File: config.mk
export PLATFORM = sky130hd
export DESIGN_NAME = wb_narrow_wide_bridge
export DESIGN_NICKNAME = d
export VERILOG_FILES = /design/src/rtl/wb_bridge_pkg.sv /design/src/rtl/wb_timeout_ctr.sv /design/src/rtl/wb_narrow_wide_bridge.sv
export SDC_FILE = /design/constraint.sdc
export NUM_CORES = 1
export LEC_CHECK = 0
export BUFFER_PORTS_ARGS = -buffer_cell sky130_fd_sc_hd__buf_2
export CAP_MARGIN = 0
export CORE_AREA = 2 2 121 123
export CTS_CLUSTER_DIAMETER = 60
export DETAILED_ROUTE_END_ITERATION = 12
export DIE_AREA = 0 0 123 125
export PLACE_DENSITY_LB_ADDON = 0.15
export SLEW_MARGIN = 15
export SYNTH_ARGS = -nofsm -noshare
export SYNTH_HDL_FRONTEND = slang
export SYNTH_SLANG_ARGS = --single-unit
File: constraint.sdc
create_clock -name clk_i -period 6.8 [get_ports clk_i]
set_input_delay 1.7 -clock clk_i [delete_from_list [all_inputs] [get_ports clk_i]]
set_output_delay 1.7 -clock clk_i [all_outputs]
set_load 0.02 [all_outputs]
File: src/rtl/wb_bridge_pkg.sv
// Shared types and helpers for the narrow-to-wide Wishbone bridge.
package wb_bridge_pkg;

    typedef enum logic [1:0] {
        IDLE = 2'd0,
        BUS  = 2'd1,
        RESP = 2'd2
    } bridge_state_t;

    typedef enum logic [1:0] {
        R_ACK = 2'd0,
        R_ERR = 2'd1,
        R_RTY = 2'd2
    } resp_t;

    // Widest lane count the select helper can express.
    localparam int MAX_LANES  = 16;
    localparam int LANE_IDX_W = 4;

    // One-hot byte-lane select for a lane index.
    function automatic logic [MAX_LANES-1:0] lane_sel(input logic [LANE_IDX_W-1:0] lane);
        logic [MAX_LANES-1:0] sel;
        sel       = '0;
        sel[lane] = 1'b1;
        return sel;
    endfunction

endpackage

File: src/rtl/wb_timeout_ctr.sv
// Slave-wait watchdog: counts enabled cycles since the last clear and flags
// the cycle in which the LIMIT-th enabled cycle is reached. LIMIT=0 disables it.
module wb_timeout_ctr #(
    parameter int          WIDTH = 8,
    parameter int unsigned LIMIT = 255
) (
    input  logic clk_i,
    input  logic rst_n_i,
    input  logic clr,
    input  logic en,
    output logic expired
);

    localparam logic [WIDTH-1:0] LAST = (LIMIT > 0) ? WIDTH'(LIMIT - 1) : '0;

    logic [WIDTH-1:0] cnt_q, cnt_d;

    // Next count: clear wins, otherwise advance while enabled.
    always_comb begin
        cnt_d = cnt_q;
        if (clr) begin
            cnt_d = '0;
        end else if (en) begin
            cnt_d = cnt_q + WIDTH'(1);
        end
    end

    // Count register.
    always_ff @(posedge clk_i or negedge rst_n_i) begin
        if (!rst_n_i) begin
            cnt_q <= '0;
        end else begin
            cnt_q <= cnt_d;
        end
    end

    assign expired = (LIMIT != 0) && en && !clr && (cnt_q == LAST);

endmodule

File: src/rtl/wb_narrow_wide_bridge.sv
// Registered Wishbone classic bridge from a narrow master to a wide slave.
// Each narrow access becomes one wide slave cycle with a one-hot lane select
// and replicated write data; a one-word read buffer serves repeated reads.
module wb_narrow_wide_bridge
    import wb_bridge_pkg::*;
#(
    parameter int          ADR_W       = 32,
    parameter int          MST_DW      = 8,
    parameter int          SLV_DW      = 16,
    parameter int unsigned TIMEOUT_CYC = 255,
    parameter bit          READ_BUF    = 1'b1
) (
    input  logic                       clk_i,
    input  logic                       rst_n_i,
    input  logic                       m_cyc_i,
    input  logic                       m_stb_i,
    input  logic                       m_we_i,
    input  logic [ADR_W-1:0]           m_adr_i,
    input  logic [MST_DW-1:0]          m_dat_i,
    output logic [MST_DW-1:0]          m_dat_o,
    output logic                       m_ack_o,
    output logic                       m_err_o,
    output logic                       m_rty_o,
    output logic                       s_cyc_o,
    output logic                       s_stb_o,
    output logic                       s_we_o,
    output logic [ADR_W-1:0]           s_adr_o,
    output logic [SLV_DW/MST_DW-1:0]   s_sel_o,
    output logic [SLV_DW-1:0]          s_dat_o,
    input  logic [SLV_DW-1:0]          s_dat_i,
    input  logic                       s_ack_i,
    input  logic                       s_err_i,
    input  logic                       s_rty_i,
    input  logic                       inv_i
);

    localparam int LANES  = SLV_DW / MST_DW;
    localparam int LSB    = $clog2(LANES);
    localparam int WORD_W = ADR_W - LSB;
    localparam int TO_W   = (TIMEOUT_CYC > 1) ? $clog2(TIMEOUT_CYC) : 1;

    // A bridge between equal widths makes no sense, and the lane helper is bounded.
    if ((SLV_DW % MST_DW) != 0 || LANES < 2 || (LANES & (LANES - 1)) != 0 || LANES > MAX_LANES) begin : g_bad_cfg
        $error("wb_narrow_wide_bridge: SLV_DW must be MST_DW times a power of two between 2 and 16");
    end

    bridge_state_t     state_q, state_d;
    resp_t             resp_q, resp_d;
    logic [WORD_W-1:0] word_q, word_d;
    logic [LSB-1:0]    lane_q, lane_d;
    logic              we_q, we_d;
    logic [MST_DW-1:0] dat_q, dat_d;
    logic [MST_DW-1:0] m_dat_q, m_dat_d;
    logic [SLV_DW-1:0] buf_dat_q, buf_dat_d;
    logic [WORD_W-1:0] buf_tag_q, buf_tag_d;
    logic              buf_vld_q, buf_vld_d;

    logic              buf_kill;
    logic              to_clr;
    logic              to_expired;
    logic              in_bus;
    logic              rd_hit;
    logic [LSB-1:0]    m_lane;
    logic [WORD_W-1:0] m_word;

    assign m_lane = m_adr_i[LSB-1:0];
    assign m_word = m_adr_i[ADR_W-1:LSB];
    assign in_bus = (state_q == BUS);

    // An invalidate in the lookup cycle forces a miss so stale data is never returned.
    assign rd_hit = READ_BUF && !m_we_i && buf_vld_q && (buf_tag_q == m_word) && !inv_i;

    wb_timeout_ctr #(
        .WIDTH (TO_W),
        .LIMIT (TIMEOUT_CYC)
    ) u_timeout (
        .clk_i   (clk_i),
        .rst_n_i (rst_n_i),
        .clr     (to_clr),
        .en      (in_bus),
        .expired (to_expired)
    );

    // Next-state, captured request, response and read-buffer maintenance.
    always_comb begin
        state_d   = state_q;
        resp_d    = resp_q;
        word_d    = word_q;
        lane_d    = lane_q;
        we_d      = we_q;
        dat_d     = dat_q;
        m_dat_d   = m_dat_q;
        buf_dat_d = buf_dat_q;
        buf_tag_d = buf_tag_q;
        buf_vld_d = buf_vld_q;
        buf_kill  = 1'b0;
        to_clr    = 1'b0;
        case (state_q)
            IDLE: begin
                if (m_cyc_i && m_stb_i) begin
                    if (rd_hit) begin
                        state_d = RESP;
                        resp_d  = R_ACK;
                        m_dat_d = buf_dat_q[m_lane*MST_DW +: MST_DW];
                    end else begin
                        state_d = BUS;
                        word_d  = m_word;
                        lane_d  = m_lane;
                        we_d    = m_we_i;
                        dat_d   = m_dat_i;
                        to_clr  = 1'b1;
                    end
                end
            end
            BUS: begin
                if (!m_cyc_i) begin
                    // Master abandoned the cycle: release the slave silently.
                    state_d = IDLE;
                end else if (s_err_i || s_rty_i) begin
                    state_d  = RESP;
                    resp_d   = s_err_i ? R_ERR : R_RTY;
                    buf_kill = (buf_tag_q == word_q);
                end else if (s_ack_i) begin
                    state_d = RESP;
                    resp_d  = R_ACK;
                    if (!we_q) begin
                        m_dat_d   = s_dat_i[lane_q*MST_DW +: MST_DW];
                        buf_dat_d = s_dat_i;
                        buf_tag_d = word_q;
                        buf_vld_d = READ_BUF;
                    end else if (buf_vld_q && (buf_tag_q == word_q)) begin
                        buf_dat_d[lane_q*MST_DW +: MST_DW] = dat_q;
                    end
                end else if (to_expired) begin
                    state_d  = RESP;
                    resp_d   = R_ERR;
                    buf_kill = (buf_tag_q == word_q);
                end
            end
            RESP: begin
                state_d = IDLE;
            end
            default: begin
                state_d = IDLE;
            end
        endcase
        if (inv_i || buf_kill) begin
            buf_vld_d = 1'b0;
        end
    end

    // State and datapath registers.
    always_ff @(posedge clk_i or negedge rst_n_i) begin
        if (!rst_n_i) begin
            state_q   <= IDLE;
            resp_q    <= R_ACK;
            word_q    <= '0;
            lane_q    <= '0;
            we_q      <= 1'b0;
            dat_q     <= '0;
            m_dat_q   <= '0;
            buf_dat_q <= '0;
            buf_tag_q <= '0;
            buf_vld_q <= 1'b0;
        end else begin
            state_q   <= state_d;
            resp_q    <= resp_d;
            word_q    <= word_d;
            lane_q    <= lane_d;
            we_q      <= we_d;
            dat_q     <= dat_d;
            m_dat_q   <= m_dat_d;
            buf_dat_q <= buf_dat_d;
            buf_tag_q <= buf_tag_d;
            buf_vld_q <= buf_vld_d;
        end
    end

    assign s_cyc_o = in_bus;
    assign s_stb_o = in_bus;
    assign s_we_o  = in_bus && we_q;
    assign s_adr_o = in_bus ? {word_q, {LSB{1'b0}}} : '0;
    assign s_sel_o = in_bus ? LANES'(lane_sel(LANE_IDX_W'(lane_q))) : '0;
    assign s_dat_o = in_bus ? {LANES{dat_q}} : '0;

    assign m_ack_o = (state_q == RESP) && (resp_q == R_ACK);
    assign m_err_o = (state_q == RESP) && (resp_q == R_ERR);
    assign m_rty_o = (state_q == RESP) && (resp_q == R_RTY);
    assign m_dat_o = m_dat_q;

endmodule

== After elaboration in Yosys (flattened, before gate mapping) ==
Cells that the tools add are included.

* Bits of input ports: 65
* Latch bits: 0
* Logic and storage cells: 117
* Bits in read-only memories: 0
* Flip-flop bits (word level): 109
* Bits in writable memories: 0
* Memories kept: 0

* Div/mod/pow operators: 0
* Add/sub/neg operators: 2
* Magnitude comparators: 2
* Mux-type cells: 46
* Shift operators: 4
* Multipliers: 0
* Eq/ne operators: 18
* Bitwise gates (word level): 3
* Reduce and logical (&&, ||, !) cells: 31

{| class="wikitable"
|+ Operators by type and width
! operator !! count
|-
| two-way mux 8 bit || 8
|-
| == test 31 bit || 2
|-
| two-way mux 16 bit || 3
|-
| negation 4 -> 34 bit || 1
|-
| variable shift 8 x 34 -> 16 bit (first input constant) || 1
|-
| variable part select 8 x 34 -> 16 bit || 1
|-
| two-way mux 32 bit || 1
|-
| variable part select 16 x 5 -> 8 bit || 2
|-
| two-way mux 2 bit || 14
|-
| AND reduction 5 bit || 4
|-
| bitwise mux 16 bit || 1
|-
| one-hot mux 8 bit (2 select lines) || 1
|-
| two-way mux 1 bit || 15
|-
| logical AND 1 bit || 12
|-
| inequality test 2 bit (second input constant) || 6
|-
| nonzero test 2 bit || 5
|-
| adder 8 x 1 -> 8 bit (second input constant) || 1
|-
| == test 8 bit (second input constant) || 1
|-
| one-hot mux 2 bit (2 select lines) || 2
|-
| AND reduction 7 bit || 1
|-
| inequality test 2 x 1 -> 1 bit (second input constant) || 3
|-
| < comparator 1 x 5 -> 1 bit (second input constant) || 1
|-
| inequality test 5 x 4 -> 1 bit (second input constant) || 1
|-
| == test 2 x 1 -> 1 bit (second input constant) || 2
|-
| 10 further kinds || 17
|}

== Logic depth before layout (Yosys ltp) ==
Gate-level depths: netlist (run 1).

* Depth after elaboration: 18
* Depth in mapped cells: 9

== By module ==
A second synthesis (run 1) with hierarchy kept.

* Cell total of the unflattened synthesis: 488
* Area total of the unflattened synthesis: 5831.8 um^2

{| class="wikitable"
|+ Modules (own cells, without submodules)
! module !! sequential area each (um^2) !! cells an instance !! area an instance (um^2) !! instances
|-
| wb_narrow_wide_bridge || 2527.4 || 447 || 5418.9 || 1
|-
| wb_timeout_ctr || 200.2 || 41 || 412.9 || 1
|}

== Worst setup path before layout (run 1) ==
Ideal clock, no wire load.

* Kind: input-to-reg
* From: input m_adr_i[12]
* To: register m_dat_q[0], in the netlist m_dat_o[0]
* Library setup time: 0.128 ns
* Cell stages on the path: 7
* Setup slack: 3.316 ns
* Buffers on the path: 1
* Data arrival time: 3.357 ns
* Cell sequence: xnor2_1 > nand4_1 > nor4_1 > a311oi_1 > or4b_1 > clkbuf_1 > mux2_1

* Longest elaborated chain between the ends: 5

{| class="wikitable"
|+ Ends and longest elaborated chain
! what !! line !! RTL
|-
| from (decl) || wb_narrow_wide_bridge.sv:18 || <nowiki>input logic [ADR_W-1:0] m_adr_i,</nowiki>
|-
| == test 31 bit || wb_narrow_wide_bridge.sv:71 || <nowiki>assign rd_hit = READ_BUF && !m_we_i && buf_vld_q && (buf_tag_q == m_word) && !inv_i;</nowiki>
|-
| logical AND 1 bit (2 in a row) || wb_narrow_wide_bridge.sv:71 ||
|-
| inequality test 2 bit (no line) || - ||
|-
| AND reduction 7 bit (no line) || - ||
|-
| to (signal assigned) || wb_narrow_wide_bridge.sv:172 || <nowiki>m_dat_q <= m_dat_d;</nowiki>
|-
| to (decl) || wb_narrow_wide_bridge.sv:53 || <nowiki>logic [MST_DW-1:0] m_dat_q, m_dat_d;</nowiki>
|}

No other way between the ends.
A chain may end at the register's enable or synchronous reset.

== Worst setup path in the final report (run 1) ==
* From: register state_q[0]
* To: output s_adr_o[24]

* Longest elaborated chain between the ends: 2

{| class="wikitable"
|+ Ends and longest elaborated chain
! what !! line !! RTL
|-
| from (decl) || wb_narrow_wide_bridge.sv:47 || <nowiki>bridge_state_t state_q, state_d;</nowiki>
|-
| from (signal assigned) || wb_narrow_wide_bridge.sv:166 || <nowiki>state_q <= state_d;</nowiki>
|-
| == test 2 x 1 -> 1 bit || wb_narrow_wide_bridge.sv:68 || <nowiki>assign in_bus = (state_q == BUS);</nowiki>
|-
| two-way mux 32 bit || wb_narrow_wide_bridge.sv:182 || <nowiki>assign s_adr_o = in_bus ? {word_q, {LSB{1'b0}}} : '0;</nowiki>
|-
| to (decl) || wb_narrow_wide_bridge.sv:27 || <nowiki>output logic [ADR_W-1:0] s_adr_o,</nowiki>
|}

No other way between the ends.

==> results.md, run 1 <==
* Status: finished, final reports clean
* Worst R2R Start: we_q$_DFFE_PN0P_
* Clock skew at 0.008279 ns
* CTS Buf Count at 9
* Gpl congestion at a little under 0.8
* Actual slew at the worst max-slew pin at 0.9512 ns
* DP Area at 0.006638 mm^2
* Syn Area/Cell at 9.932 um^2
* TNS Setup at 0 ns
* Fin Hold WS at slightly below 0.5 ns
* TritonCTS clock tree: done
* Async set-reset flop share out of synthesis at 100.0%
* CTS resizes at 0
* Worst r2r dst: buf_dat_q[7]$_DFFE_PN0P_
* Top-Level Pins at between 100 and 150
* Post-Syn Area at just under 0.006 mm^2
* Port buffer count at 127
* First-pass GRT wire length at between 20000 and 25000 um
* Number of synthesized flops with an enable pin at 0
* Final min period at about 4.1 ns
* Area contributors post-synth: dfrtp_1, mux2_1, xnor2_1, nand2_1, and2_1
* Worst EP required at 5.10 ns
* Clock latency at the later pin of the worst-skew pair at roughly 0.35 ns
* Fraction of layout cells with a size suffix above 1 at 21.26%
* Detail Route Antenna Nets at 0
* Lkg Pwr at 3.122 nW
* Tot Pwr at 1.903 mW
* Gate Count Post-Synth at 599
* Finished Core Util at 48.78%
* Hold path cells at 1
* Cell count along the critical path at 5
* Initial antenna violation count at 0
* Antenna cell count at 0
* Period utilization at 60.83%
* Netlist cell types at 43
* Largest area contributor in the netlist: dfrtp_1
* GRT overflow at 0
* Max-cap viol count at 0
* Routed len/inst at approximately 17 um
* Synth top area share at a little under half
* Largest net degree at the start of global routing at 62
* Worst hold start: m_dat_o[0]$_DFFE_PN0P_
* Final setup violation count at 0
* CP arrival at 2.44 ns
* Final #Nets at 763
* Yosys Warn Count at 0
* Die X at 123 um
* Die Y at 125 um
* Hold Buf Count CTS at 0
* WS Path Type: register to output pin
* Post-synth top flop: dfrtp_1
* Remaining DRCs at 0
* HP Class: register to register
* FP Rows at 44
* Worst-path cell chain: nand2b_1 -> inv_1 -> buf_4 -> and2_1 -> buf_2
* DP HPWL at 10410 um
* DR iter-0 viols at about 280
* Core ar. at 0.01420 mm^2
* Sink Count at between 100 and 150
* Final WL at about 15000 um
* Internal reg-to-reg setup slack at 3.87 ns
* CP endpoint kind: output pin
* Slew HR at 35.69%
* DR vias at 4561
* Post-synthesis register bit count at 109
* # Post-CTS Setup Buffers at 0
* GRT Util Overall at 20.09%
* Sequential-to-total area share from yosys stat at around 46%
* Final Cell Area at a little under 0.007 mm^2
* Clock Tree Buf Depth at 2
* DR pass1 iterations at 4
* Critical path peak fanout at 46
* Final max-slew violation count at 0
* Worst hold path endpoint: m_dat_o[0]$_DFFE_PN0P_
* Worst path top cell family by delay: buffers and inverters
* Crit-path slowest cell: dfrtp_1
* Worst path max stage delay at about 0.52 ns
* Clock transition at path regs at 0.07 ns
* Syn_nets at ~670
* Root Buffer: clkbuf_16
* Initial Utilization at 41.89%
* Vias in the first global route at 4526
* Area Overhead vs Synth at 16.45%
* Hold Violations, Final at 0
* Startpoint Class: register
* Vias per std cell at 5.154
* Total die area at around 0.015 mm^2
* PD cells at 274.7 mW/mm^2
* Peak supply drop at 158.5 uV
* Buffers & Inverters on Critical Path at 3
* Worst R2R Path Depth at 5
* Fmax at 241.8 MHz
* RSZ-0062 raised after global routing: no
* H-Tree Depth at 3
routing by layer:
metal | track usage [%] | vias up | routed length [um]
li1 | - | 2223 | -
met1 | 29.20 | 2207 | 7051
met2 | 30.74 | 123 | 6847
met3 | 4.881 | 8 | 883
met4 | 3.810 | 0 | 101
met5 | 0 | - | 0
sequential cells by signal (all words and copies together), names as in the netlist:
signal and count:
resp_q 2, we_q 1, m_dat_o 8, buf_dat_q 16, dat_q 8, word_q 31
buf_tag_q 31, lane_q 1, u_timeout.cnt_q 8, buf_vld_q 1, state_q 2
synthesized netlist by cell type (3+ instances only):
cell        n
dfrtp_1   109
nand2_1   100
xnor2_1    56
mux2_1     49
and2_1     42
nor2_1     32
a21oi_1    22
clkbuf_1   22
nand4_1    20
a221o_1    14
nor3b_1    14
xor2_1     13
buf_4      12
nor2b_1    10
a211oi_1    9
mux2i_1     9
nor4_1      8
buf_2       7
inv_1       7
buf_1       4
nand3_1     4
o211ai_1    4
nor3_1      3
or4_1       3
stage by stage:
step	setup slack [ns]	std cells
detailed placement	2.516	869
global placement	2.519	869
global route	2.424	885
finish	2.664	885
CTS	2.656	885
floorplan	3.316	599
where the power goes:
part           switching, mW  internal, mW  total [mW]
Clock                  0.234         0.286       0.520
Combinational          0.260         0.214       0.475
Sequential             0.136         0.772       0.909
kinds of logic after synthesis:
kind of cell               Yosys count  synth area share (%)
AOI/OAI and AO/OA                   58                 6.877
xor gates and xnor gates            69                 10.16
adders and majority gates            2                0.4205
buffers and inverters               52                 4.185
DFF                                109                 45.85
muxes                               58                 10.79
other                                1               0.06303
and+or+nand+nor                    250                 21.66
how the worst max path moves through the flow:
stage	start	end	slack, ns
floorplan	m_adr_i[12]	m_dat_o[0]$_DFFE_PN0P_	3.32
global placement	m_adr_i[4]	m_dat_o[6]$_DFFE_PN0P_	2.52
detailed placement	s_rty_i	buf_dat_q[7]$_DFFE_PN0P_	2.52
CTS	state_q[0]$_DFFE_PN0P_	s_adr_o[6]	2.66
global route	state_q[0]$_DFFE_PN0P_	s_adr_o[24]	2.42
finish	state_q[0]$_DFFE_PN0P_	s_adr_o[24]	2.66
layout make-up:
cell class / instances / area [um^2]
clock inverters: 4 / 48.80
clock buffers: 12 / 236.5
multi-input cells: 438 / 2990
flip-flops and latches: 109 / 2728
inverters: 7 / 26.28
fillers: 1355 / 7276
repair buffers: 131 / 668.1
well taps: 184 / 230.2
cell usage in the layout, fill, tap and decap left out, types with 4 or more instances in the layout:
cell	instances
buf_2	126
clkbuf_16	9
xor2_1	13
a211oi_1	9
o211ai_1	4
nand2_1	99
mux2i_1	9
nor3b_1	14
dfrtp_1	109
nor4_1	8
mux2_1	49
nor2b_1	10
nor2_1	32
nand4_1	20
nand3_1	4
buf_4	5
a21oi_1	22
inv_1	7
and2_1	42
a221o_1	14
xnor2_1	56
Power figures use the tool's default switching activity.
==> inputs of run 2 (changes only) <==
--- a/config.mk
+++ b/config.mk
@@ -5,12 +5,13 @@
 export SDC_FILE = /design/constraint.sdc
 export NUM_CORES = 1
 export LEC_CHECK = 0
+export ABC_AREA = 1
 export BUFFER_PORTS_ARGS = -buffer_cell sky130_fd_sc_hd__buf_2
 export CAP_MARGIN = 0
-export CORE_AREA = 2 2 121 123
+export CORE_AREA = 2 2 122 124
 export CTS_CLUSTER_DIAMETER = 60
 export DETAILED_ROUTE_END_ITERATION = 12
-export DIE_AREA = 0 0 123 125
+export DIE_AREA = 0 0 124 126
 export PLACE_DENSITY_LB_ADDON = 0.15
 export SLEW_MARGIN = 15
 export SYNTH_ARGS = -nofsm -noshare
==> constraint.sdc (replaced) <==
create_clock -name clk_i -period 3.9 [get_ports clk_i]
set_input_delay 0.975 -clock clk_i [delete_from_list [all_inputs] [get_ports clk_i]]
set_output_delay 0.975 -clock clk_i [all_outputs]
set_load 0.02 [all_outputs]
==> run 2 against run 1 <==
Register-to-register slack got worse by 2.2 ns. Final cell count grew 21%. Critical path depth is the same. Highest routed layer unchanged.
==> results.md, run 2 <==
* Status: finished, final reports clean
* GRT Util Overall at 20.26%
* DP HPWL at 10790 um
* Largest net degree at the start of global routing at 56
* Die X at 124 um
* Synth top area share at 45.40%
* Final setup violation count at 0
* Clock Tree Buf Depth at 2
* Leading registers by flop count: buf_tag_q (31), word_q (31), buf_dat_q (16)
* Final worst slack at 1.013 ns
* Core ar. at between 0.01 and 0.015 mm^2
* CP arrival at 1.91 ns
* Dpl ws at 0.9816 ns
* DR iter-0 viols at 271
* Worst EP required at 2.92 ns
* Area contributors post-synth: dfrtp_1, nand2_1, nor2_1, xnor2_1, inv_1
* Commonest non-fill, non-tap cell in the layout: nand2_1
* Clock latency at the later pin of the worst-skew pair at between 0.3 and 0.4 ns
* DR pass1 iterations at 5
* Post-synthesis register bit count at 109
* Routed len/inst at 14.23 um
* Startpoint Class: register
* Post-synth top flop: dfrtp_1
* CTS resizes at 0
* Detail Route Antenna Nets at 0
* Die Y at around 130 um
* Sequential-to-total area share from yosys stat at 45.40%
* CP endpoint kind: output pin
* Top-Level Pins at 129
* Non-Filler Instances at 1073
* Area Overhead vs Synth at 16.64%
* Placed insts at 1057
* Total die area at 0.01562 mm^2
* PD cells at 482.2 mW/mm^2
* Period utilization at 74.04%
* TNS Setup at 0 ns
* Actual slew at the worst max-slew pin at 0.9041 ns
* FP Rows at between 40 and 50
* DR vias at approximately 5200
* Peak supply drop at 282.2 uV
* Gate Count Post-Synth at 780
* Synth top cells by count: nand2_1, nor2_1, dfrtp_1, inv_1, o21ai_0
* # Post-CTS Setup Buffers at 0
* Final #Nets at roughly 950
* Largest area contributor in the netlist: dfrtp_1
* TritonCTS clock tree: done
* HP Class: register to register
* Hold Buf Count CTS at 0
* Syn_nets at between 800 and 900
* Port buffer count at 127
* Antenna cell count at 0
* Number of synthesized flops with an enable pin at 0
* Yosys Warn Count at 0
* First-pass GRT wire length at 24810 um
* Post-Syn Area at 0.006008 mm^2
* Fmax at 346.3 MHz
* Sink Count at ~110
* Tot Pwr at 3.379 mW
* Vias in the first global route at 4891
* H-Tree Depth at 3
* Clock skew at 0.008192 ns
* Slew HR at approximately 40%
* Max-cap viol count at 0
* Async set-reset flop share out of synthesis at 100.0%
* Count leader, synth: nand2_1
* Fraction of layout cells with a size suffix above 1 at 20.70%
* Final max-slew violation count at 0
* Vias per std cell at 4.880
* Syn Area/Cell at 7.703 um^2
* Lkg Pwr at 3.715 nW
* Initial Utilization at about two fifths
* Initial antenna violation count at 0
* Remaining DRCs at 0
* GRT overflow at 0
* Gpl congestion at 0.8060
* Final min period at 2.887 ns
* Netlist cell types at 36
* WS Path Type: register to output pin
* Root Buffer: clkbuf_16
* Critical path peak fanout at just under 50
* Hold Violations, Final at 0
* Clock transition at path regs at 0.07 ns
* RSZ-0062 raised after global routing: no
* Final WL at 15270 um
* CTS Buf Count at 9
* Most frequent cells in the layout: nand2_1, buf_2, nor2_1, dfrtp_1, inv_1
## run 2: cell types whose count changed in the layout (fill, tap and decap cells not counted), moves of 15 or more
cell     change
a21oi_2     +15
and2_1      -42
inv_1       +84
mux2_1      -49
nand2_1     +94
nand3_1     +19
nor2_1      +81
o21ai_0     +47
o22ai_1     +16
## run 2: logic make-up after synthesis
logic type	count (synthesis)	synth area share (%)
flops	109	45.40
compound gates	116	11.58
other cells	1	0.06241
xor+xnor	48	6.997
fa+ha+maj	2	0.4164
simple gates	365	25.20
buf+inv	139	10.35
## run 2: where the power goes
group | total (mW) | internal, mW | leakage (nW) | switching, mW
clock network | 0.992 | 0.560 | 0.151 | 0.432
registers | 1.49 | 1.32 | 1.33 | 0.168
logic | 0.895 | 0.343 | 2.23 | 0.552
## run 2: stage by stage
stage / area [um^2] / hold WS (ns) / util, %
2_1_floorplan: 6008 / 0.4366 / -
3_3_place_gp: 6693 / 0.4481 / 46.76
3_5_place_dp: 6693 / 0.4535 / 46.76
4_1_cts: 7008 / 0.4721 / 48.96
5_1_grt: 7008 / 0.4944 / 48.96
6_report: 7008 / 0.4690 / 48.96
## run 2: layout make-up
cell class	count	area, um^2
Fill cell	1468	7306
Sequential cell	109	2728
Multi-Input combinational cell	532	2659
Timing Repair Buffer	132	700.7
Inverter	100	375.4
Tap cell	184	230.2
Clock buffer	9	225.2
Clock inverter	7	90.09
## run 2: path summary, 6_finish.rpt
path	startpoint	end	slack (ns)	cells past startpoint
max	state_q[0]$_DFFE_PN0P_	s_we_o	1.01	5
min	m_dat_o[3]$_DFFE_PN0P_	m_dat_o[3]$_DFFE_PN0P_	0.47	2
max reg2reg	we_q$_DFFE_PN0P_	buf_dat_q[13]$_DFFE_PN0P_	1.70	8
min reg2reg	m_dat_o[3]$_DFFE_PN0P_	m_dat_o[3]$_DFFE_PN0P_	0.47	2
max in group asynchronous	rst_n_i	buf_tag_q[28]$_DFFE_PN0P_	2.47	2
min in group asynchronous	rst_n_i	state_q[0]$_DFFE_PN0P_	0.68	1
## run 2: worst max-delay path: stages, from the launching register on
cell and delay, ns:
dfrtp_1 0.39, inv_2 0.08, nor2_4 0.04, inv_2 0.65, nor2_1 0.17, buf_2 0.22
## run 2: per-layer routing
metal  global-route usage, %  part of all wire (%)
met5                       0                     0
met4                   6.081                   1.5
met3                   2.582                   4.1
met1                   28.92                    49
met2                   32.16                    46
==> inputs of run 3 (changes only) <==
==> constraint.sdc (replaced) <==
create_clock -name clk_i -period 2.66 [get_ports clk_i]
set_input_delay 0.665 -clock clk_i [delete_from_list [all_inputs] [get_ports clk_i]]
set_output_delay 0.665 -clock clk_i [all_outputs]
set_load 0.02 [all_outputs]
==> run 3 against run 2 <==
Combinational power is 47% higher. Utilization is 0.71 points higher. Register-to-register slack worse by 1.1 ns. Largest power group unchanged. First-iteration DRC count is 8.5% higher. Non-clock buffer count is 5 higher. Largest cell class unchanged. Sequential power is 47% higher. Clock power is 56% higher. Total power is 50% higher.
==> results.md, run 3 (same netlist as run 2, synthesis figures left out) <==
* Int Pwr at 3.376 mW
* Cell count along the critical path at 3
* Slew HR at 55.90%
* Peak supply drop at around 430 uV
* Die Y at 126 um
* Vias in the first global route at ~4800
* Final max-slew violation count at 0
* Gpl congestion at 0.7468
* CP endpoint kind: output pin
* Buffers & Inverters on Critical Path at 2
* First-pass GRT wire length at 24210 um
* Detail Route Antenna Nets at 0
* CTS resizes at 0
* Clock skew at between 0.005 and 0.006 ns
* Worst EP required at 2.00 ns
* Hold Buf Count CTS at 0
* TNS Setup at 0 ns
* Area Overhead vs Synth at 18.33%
* DR iter-0 viols at 294
* Clock latency at the later pin of the worst-skew pair at 0.35 ns
* Leading registers by flop count: buf_tag_q (31), word_q (31), buf_dat_q (16)
* DR pass1 iterations at 5
* Sink Count at 109
* Fmax at 429.1 MHz
* Clock transition at path regs at approximately 0.07 ns
* Final setup violation count at 0
* GRT Util Overall at 19.91%
* Clock Tree Buf Depth at 2
* Total die area at 0.01562 mm^2
* Worst R2R Path Depth at 9
* Die X at 124 um
* CTS Buf Count at 9
* Top-Level Pins at 129
* DR vias at 5250
* Startpoint Class: register
* Worst-path cell chain: inv_1 -> nor2_1 -> buf_2
* Worst path top cell family by delay: flip-flops
* RSZ-0062 raised after global routing: no
* Routed len/inst at 14.22 um
* Fraction of layout cells with a size suffix above 1 at between 20% and 30%
* Final #Nets at about 960
* Port buffer count at 127
* P_sw at approximately 1.7 mW
* Tot Pwr at 5.059 mW
* Crit-path slowest cell: dfrtp_1
* Hold Violations, Final at 0
* Critical path peak fanout at 20
* Core ar. at 0.01431 mm^2
* Largest net degree at the start of global routing at 50
* TritonCTS clock tree: done
* Initial Utilization at 41.98%
* Status: finished, final reports clean
* Actual slew at the worst max-slew pin at 0.6599 ns
* Antenna cell count at 0
* H-Tree Depth at 3
* # Post-CTS Setup Buffers at 0
* Final WL at 15330 um
* CP arrival at around 1.7 ns
* Most frequent cells in the layout: nand2_1, buf_2, nor2_1, dfrtp_1, inv_1
* DP HPWL at 10870 um
* Logic gate share of total power at 26.1%
* Flop pwr share at a little over two fifths
* Clk pwr share at 30.7%
* Fin Hold WS at ~0.25 ns
* Remaining DRCs at 0
* FP Rows at 44
* HP Class: primary input to asynchronous set/reset pin
* Root Buffer: clkbuf_16
* Max-cap viol count at 0
* Lkg Pwr at 3.771 nW
* PD cells at 711.7 mW/mm^2
* Initial antenna violation count at 0
* GRT overflow at 0
* WS Path Type: register to output pin
* Commonest non-fill, non-tap cell in the layout: nand2_1
* Worst path max stage delay at 0.77 ns
* Final min period at between 2 and 2.5 ns
* Period utilization at 87.62%
* Net Sw Frac at 33.28%
* Vias per std cell at 4.870
[run 3: routing by layer]
metal	up-vias	wire length [um]	GRT usage, %
li1	2658	-	-
met1	2428	7167	27.87
met2	153	7083	31.38
met3	11	879	4.937
met4	0	197	4.164
met5	-	0	0
[run 3: area by class of cell]
type,instances,area [um^2]
Tap cell,184,230.2
Inverter,100,377.9
Clock buffer,9,225.2
Timing Repair Buffer,137,775.7
Multi-Input combinational cell,532,2659
Clock inverter,7,113.9
Sequential cell,109,2728
Fill cell,1492,7204
[run 3: through the flow]
stage                     util, %  cell area (um^2)  setup slack [ns]  std cells
after floorplan                 -              6008            0.4158        780
after global placement      47.28              6768            0.2398       1062
after detailed placement    47.28              6768            0.2291       1062
after CTS                   49.65              7107           0.04827       1078
after global routing        49.67              7109            0.2248       1078
final                       49.67              7109            0.3294       1078
[run 3: path summary, 6_finish.rpt]
| path | to | startpoint | slack (ns) |
|---|---|---|---|
| setup / recovery | s_we_o | we_q$_DFFE_PN0P_ | 0.33 |
| hold / removal | u_timeout.cnt_q[0]$_DFFE_PN0P_ | rst_n_i | 0.25 |
| setup reg to reg | buf_dat_q[10]$_DFFE_PN0P_ | state_q[1]$_DFFE_PN0P_ | 0.58 |
| hold reg to reg | buf_dat_q[12]$_DFFE_PN0P_ | buf_dat_q[12]$_DFFE_PN0P_ | 0.47 |
| max in group asynchronous | buf_tag_q[27]$_DFFE_PN0P_ | rst_n_i | 1.81 |
| min in group clk_i | buf_dat_q[12]$_DFFE_PN0P_ | buf_dat_q[12]$_DFFE_PN0P_ | 0.47 |
[run 3: power by group through the flow]
stage / clock network (mW) / logic [mW] / registers (mW)
5_1_grt: 1.66 / 1.49 / 2.23
6_report: 1.55 / 1.32 / 2.19
3_3_place_gp: 0 / 1.32 / 2.21
4_1_cts: 1.59 / 1.34 / 2.18
2_1_floorplan: 0 / 0.924 / 2.21
3_5_place_dp: 0 / 1.34 / 2.21
